===== src/rtl/video_timing_gen.sv =====
// video_timing_gen: parametrised sync/blanking generator with fixed-latency RGB332 fetch and RGB888 output
// Ports:
//   pixclk, reset          pixel clock, asynchronous active-high reset
//   pixel_data             RGB332 read data, valid RD_LATENCY cycles after rd_en
//   x, y, rd_en            framebuffer request for the current counter position
//   red, green, blue       RGB888, zero while blanking
//   hsync, vsync, de       sync and data enable, aligned with the colour outputs
//   frame_start            one-cycle pulse with the first de of each frame
module video_timing_gen #(
    parameter int H_ACTIVE    = 640,
    parameter int H_FP        = 16,
    parameter int H_SYNC      = 96,
    parameter int H_BP        = 48,
    parameter int V_ACTIVE    = 480,
    parameter int V_FP        = 10,
    parameter int V_SYNC      = 2,
    parameter int V_BP        = 33,
    parameter int HSYNC_POL   = 1,
    parameter int VSYNC_POL   = 1,
    parameter int SCALE_SHIFT = 2,
    parameter int RD_LATENCY  = 1,
    parameter int EXPAND_MODE = 0
) (
    input  logic       pixclk,
    input  logic       reset,
    input  logic [7:0] pixel_data,
    output logic [9:0] x,
    output logic [9:0] y,
    output logic       rd_en,
    output logic [7:0] red,
    output logic [7:0] green,
    output logic [7:0] blue,
    output logic       hsync,
    output logic       vsync,
    output logic       de,
    output logic       frame_start
);
    localparam int H_TOTAL = H_ACTIVE + H_FP + H_SYNC + H_BP;
    localparam int V_TOTAL = V_ACTIVE + V_FP + V_SYNC + V_BP;
    localparam logic [11:0] HA  = 12'(H_ACTIVE);
    localparam logic [11:0] HS0 = 12'(H_ACTIVE + H_FP);
    localparam logic [11:0] HS1 = 12'(H_ACTIVE + H_FP + H_SYNC);
    localparam logic [11:0] HL  = 12'(H_TOTAL - 1);
    localparam logic [11:0] VA  = 12'(V_ACTIVE);
    localparam logic [11:0] VS0 = 12'(V_ACTIVE + V_FP);
    localparam logic [11:0] VS1 = 12'(V_ACTIVE + V_FP + V_SYNC);
    localparam logic [11:0] VL  = 12'(V_TOTAL - 1);
    localparam logic HP = 1'(HSYNC_POL);
    localparam logic VP = 1'(VSYNC_POL);

    logic [11:0] cx, cy;
    logic active, hs, vs, first;
    // each stage holds {active, hs, vs, first}
    logic [3:0] dl [RD_LATENCY];
    logic [3:0] d;
    logic [2:0] r, g;
    logic [1:0] b;
    logic [7:0] er, eg, eb;

    always_ff @(posedge pixclk or posedge reset) begin
        if (reset) begin
            cx <= '0;
            cy <= '0;
        end else begin
            cx <= (cx == HL) ? '0 : cx + 1'b1;
            if (cx == HL)
                cy <= (cy == VL) ? '0 : cy + 1'b1;
        end
    end

    always_comb begin
        active = (cx < HA) && (cy < VA);
        hs     = (cx >= HS0) && (cx < HS1);
        vs     = (cy >= VS0) && (cy < VS1);
        first  = (cx == '0) && (cy == '0);
        rd_en  = active;
        x      = 10'(cx >> SCALE_SHIFT);
        y      = 10'(cy >> SCALE_SHIFT);
        d      = dl[RD_LATENCY-1];
        r      = pixel_data[7:5];
        g      = pixel_data[4:2];
        b      = pixel_data[1:0];
        er     = (EXPAND_MODE != 0) ? {r, r, r[2:1]} : {r, 5'b0};
        eg     = (EXPAND_MODE != 0) ? {g, g, g[2:1]} : {g, 5'b0};
        eb     = (EXPAND_MODE != 0) ? {b, b, b, b}   : {b, 6'b0};
    end

    // flags wait alongside the read so they meet pixel_data at t+RD_LATENCY
    always_ff @(posedge pixclk or posedge reset) begin
        if (reset) begin
            for (int i = 0; i < RD_LATENCY; i++)
                dl[i] <= '0;
        end else begin
            dl[0] <= {active, hs, vs, first};
            for (int i = 1; i < RD_LATENCY; i++)
                dl[i] <= dl[i-1];
        end
    end

    always_ff @(posedge pixclk or posedge reset) begin
        if (reset) begin
            red         <= '0;
            green       <= '0;
            blue        <= '0;
            de          <= 1'b0;
            hsync       <= ~HP;
            vsync       <= ~VP;
            frame_start <= 1'b0;
        end else begin
            red         <= d[3] ? er : '0;
            green       <= d[3] ? eg : '0;
            blue        <= d[3] ? eb : '0;
            de          <= d[3];
            hsync       <= d[2] ? HP : ~HP;
            vsync       <= d[1] ? VP : ~VP;
            frame_start <= d[0];
        end
    end
endmodule

===== config.mk =====
export PLATFORM = sky130hd
export DESIGN_NAME = video_timing_gen
export DESIGN_NICKNAME = d
export VERILOG_FILES = /design/src/rtl/video_timing_gen.sv
export SDC_FILE = /design/constraint.sdc
export NUM_CORES = 1
export LEC_CHECK = 0
export ABC_AREA = 1
export ABC_CLOCK_PERIOD_IN_PS = 1800
export CORE_MARGIN = 5
export CORE_UTILIZATION = 35
export DETAILED_ROUTE_END_ITERATION = 6
export PLACE_DENSITY_LB_ADDON = 0.2
export SLEW_MARGIN = 40
export SYNTH_ARGS = -nofsm -noshare
export SYNTH_HDL_FRONTEND = slang
export SYNTH_SLANG_ARGS = --single-unit
export TNS_END_PERCENT = 5

===== constraint.sdc =====
create_clock -name pixclk -period 1.8 [get_ports pixclk]
set_input_delay 0.27 -clock pixclk [delete_from_list [all_inputs] [get_ports pixclk]]
set_output_delay 0.27 -clock pixclk [all_outputs]
set_load 0.005 [all_outputs]

After elaboration in Yosys (flattened, before gate mapping)
Cells that the tools add are included.

Register bits: 56. Output and inout bits: 49. Input port bits: 10. Word-level logic and storage cells: 33.

Mux-type cells: 7. Order comparisons: 6. Equal/unequal tests: 2. Reduce and logical (&&, ||, !) cells: 6. Add/subtract/negate cells: 2.

Operators by type and width (count): $add 12x1->12 const B (2); $eq 12x10->1 const B (2); $logic_not 12->1 (2); $lt 12x10->1 const B (2); $lt 12x9->1 const B (2); $mux 12 (2); $mux 8 (3); $ge 12x10->1 const B (1); $ge 12x9->1 const B (1); $logic_and 1x1->1 (4); $mux 1 (2).

Depth between registers and ports, before layout
Word-level depth: 2. Mapped depth: 9. Mapped depth without buffers: 9.

Least setup slack after synthesis
OpenSTA, ideal clock, no wires.

Path kind: register -> register. From: register cx[0]. To: register cy[6]. Stages on the path, launching flop included: 6. Clock period less this slack: 1.357 ns. Buffers on the path: 1. Library setup time: 0.127 ns. Path slack: 0.443 ns. Arrival time: 1.230 ns. Data required time: 1.673 ns. Cell sequence: dfrtp_1 -> ha_1 -> nand3_2 -> nor3_4 -> buf_6 -> o21ai_0.

Longest elaborated chain between the ends: 1.

Ends and longest elaborated chain: start: declaration (line 51) `logic [11:0] cx, cy;`; start signal: assignment (line 65) `cx <= (cx == HL) ? '0 : cx + 1'b1;`; $eq 12x10->1 (line 66) `if (cx == HL)`; end signal: assignment (line 67) `cy <= (cy == VL) ? '0 : cy + 1'b1;`; end: declaration (line 51).

Every way passes these cells. A chain may end at the register's enable or synchronous reset.

Worst setup path after layout
From: register cx[4]. To: output port x[2].

RTL lines: end: declaration (line 27) `output logic [9:0] x,`.

No word-level cell between the ends.

==> metrics.yaml <==
outcome:
  status: "completed"
final_layout:
  n_antenna_cell: 0
  final_common_cell: "nand2_1"
  area_delta_synth_final_pct: 23.0
  utilization_pct: 44.7
  fin_area_sq_um: 2860
  nets: 355
  final_cell_mix: "57 x nand2_1, 44 x inv_1, 41 x clkdlybuf4s50_1, 40 x dfrtp_1, 33 x nor2_1"
  layout-drive-gt1-share_pct: 12.6
grt:
  track_usage_pct: 12.9
  grt_max_degree: 41
  grt_pass1_vias: 1827
  grt_pass1_wl_um: 8910
  antenna_found_initial: 0
  gr-total-overflow: 0
placement:
  io_buffers: 42
  dp_hpwl_um: 3960
  placed_cell_area_sq_um: 2730
  gp_congestion: 0.849
sta:
  timing.fmax_mhz: 603
  fin_crit_sh_pct: 92.1
  fin_worst_skew_ps: 6.39
  slew_violations: 0
  fin_tns_setup_ps: 0
  fin_crit_ps: 1660
  rsz0062_at_grt: "no"
  setup_viol: 0
  hold_viol_final: 0
  worst_pin_slew_ps: 501
  slew_headroom_pct: 66.6
floorplan:
  die_area_sq_um: 8360
  die_h_um: 91.5
  ioPinCount: 59
  start_util_pct: 36.4
  core_sq_um: 6390
  die_w_um: 91.5
  row_count: 29
critical_path:
  critPathMaxFanout: 10
  crit_buf_inv: 1
  critPathTopFamily: "buffers and inverters"
  critical-path-max-stage-delay_ps: 560
  endpoint_kind: "output pin"
  start_kind: "flip-flop"
  crit_required_ps: 1530
  path_class: "reg -> out"
  critPathSlowestCell: "clkdlybuf4s50_1"
  worstPathArrival_ps: 1390
  crit_chain: "clkdlybuf4s50_1"
detailed_routing:
  first_iter_violations: 103
  ant_nets: 0
  num_vias: 1891
  routed_wl_um: 5200
  drt_drc_violations_left: 0
  wire_per_inst_um: 12.4
  firstDrtPassIters: 4
  vias_per_cell: 4.51
power:
  power_frac_comb_pct: 4.6
  p_sw_mw: 0.365
  clkPwrFrac_pct: 37.8
  leakage_nw: 1.43
  seqPwrFrac_pct: 57.5
  switching_share_pct: 23.1
  pwr_density_cell_nw_per_um2: 553
  irDropWorstVdd_uv: 315
  p_int_mw: 1.21
clock_network:
  htree_levels: 2
  cts_tree: "yes"
  cts_root_buf: "clkbuf_8"
  clock_path_buffers: 2
  numCtsBuffers: 5
  clock-sinks: 40
  clk_pin_slew_ps: 80
  clk_latency_ps: 290
yosys:
  ys.warnings.count: 0
  ys_seq_area_share_pct: 43.1
  synthFlopType: "dfrtp_1"
  synth_area_per_cell_sq_um: 7.85
  synth.cell_area_sq_um: 2320
  ys_ff_latch: 40
  ys_types: 30
  ys_async_sr_fraction_pct: 100
  netlist_instances: 296
  synth-edff-count: 0
flow_run:
  maxCapViolations: 0
worst_hold_path:
  hp-class: "reg -> reg"
cells by family after synthesis:
group / after synthesis / share of synthesized area [%]
simple gates: 149 / 29.6
buf+inv: 86 / 20.4
flops: 40 / 43.1
compound gates: 10 / 2.32
xor+xnor: 6 / 2.26
fa+ha+maj: 4 / 2.16
other cells: 1 / 0.161
power by group through the flow:
stage	registers [mW]	logic [mW]	clock network (mW)
final	0.908	0.0729	0.597
after detailed placement	0.927	0.0744	0
after floorplan	0.928	0.0521	0
after CTS	0.909	0.0747	0.618
after global placement	0.927	0.0744	0
after global routing	0.910	0.0826	0.643
repair_timing:
| action | 4_1_cts | 5_1_grt |
|---|---|---|
| hold buffers | 0 | 0 |
| hold endpoints to repair | 0 | 0 |
| pin swaps | 2 | 3 |
| gates resized for setup | 4 | 3 |
| setup endpoints to repair | 1 | 1 |
| buffers inserted | 4 | 0 |
routing by layer:
metal	wire length, um	GRT usage, %	vias to the layer above
met4	74	4.03	0
met5	0	0	-
met2	2270	19.6	65
li1	-	-	956
met3	417	3.14	6
met1	2440	17.9	864
synth_stat cells, types with 3 or more instances:
cell type	count	area, sq um
nand2_1	58	218
nor2_1	33	124
ha_1	4	50.1
nand3_1	26	130
inv_1	44	165
nor3_1	10	50.1
o21ai_1	3	15.0
xor2_1	6	52.6
o21ai_0	3	15.0
buf_4	37	278
nand3b_1	3	22.5
nand4_1	9	56.3
dfrtp_1	40	1000
state kept, by name, summed over array words and instances (netlist names):
name	cells
green	3
cx	12
blue	2
d	4
hsync	1
red	3
frame_start	1
vsync	1
cy	12
de	1
worst paths after layout:
check | cells after the start | slack [ps] | from | to
max in group asynchronous | 3 | 1060 | reset | cy[2]
worst min-delay path | 0 | 350 | d[0] | frame_start
min in group asynchronous | 3 | 410 | reset | cx[5]
worst min register to register | 0 | 350 | d[0] | frame_start
worst max-delay path | 1 | 140 | cx[4] | x[2]
worst max register to register | 8 | 160 | cx[0] | cy[9]
stage by stage:
step | hold WS (ps) | worst slack [ps] | std cells | power, mW
after global routing | 357 | 22.2 | 419 | 1.64
after global placement | 333 | 63.9 | 407 | 1.00
after CTS | 354 | 29.6 | 419 | 1.60
after floorplan | 331 | 443 | 311 | 0.981
after detailed placement | 336 | 61.7 | 407 | 1.00
final | 352 | 141 | 419 | 1.58
cell type report:
cell class	count	area, sq um
clock inverter	3	18.8
fill	641	3530
multi-input combinational	185	916
inverter	46	178
tap	77	96.3
clock buffer	5	68.8
sequential	40	1000
timing repair buffer	63	577
Power figures use the tool's default switching activity.
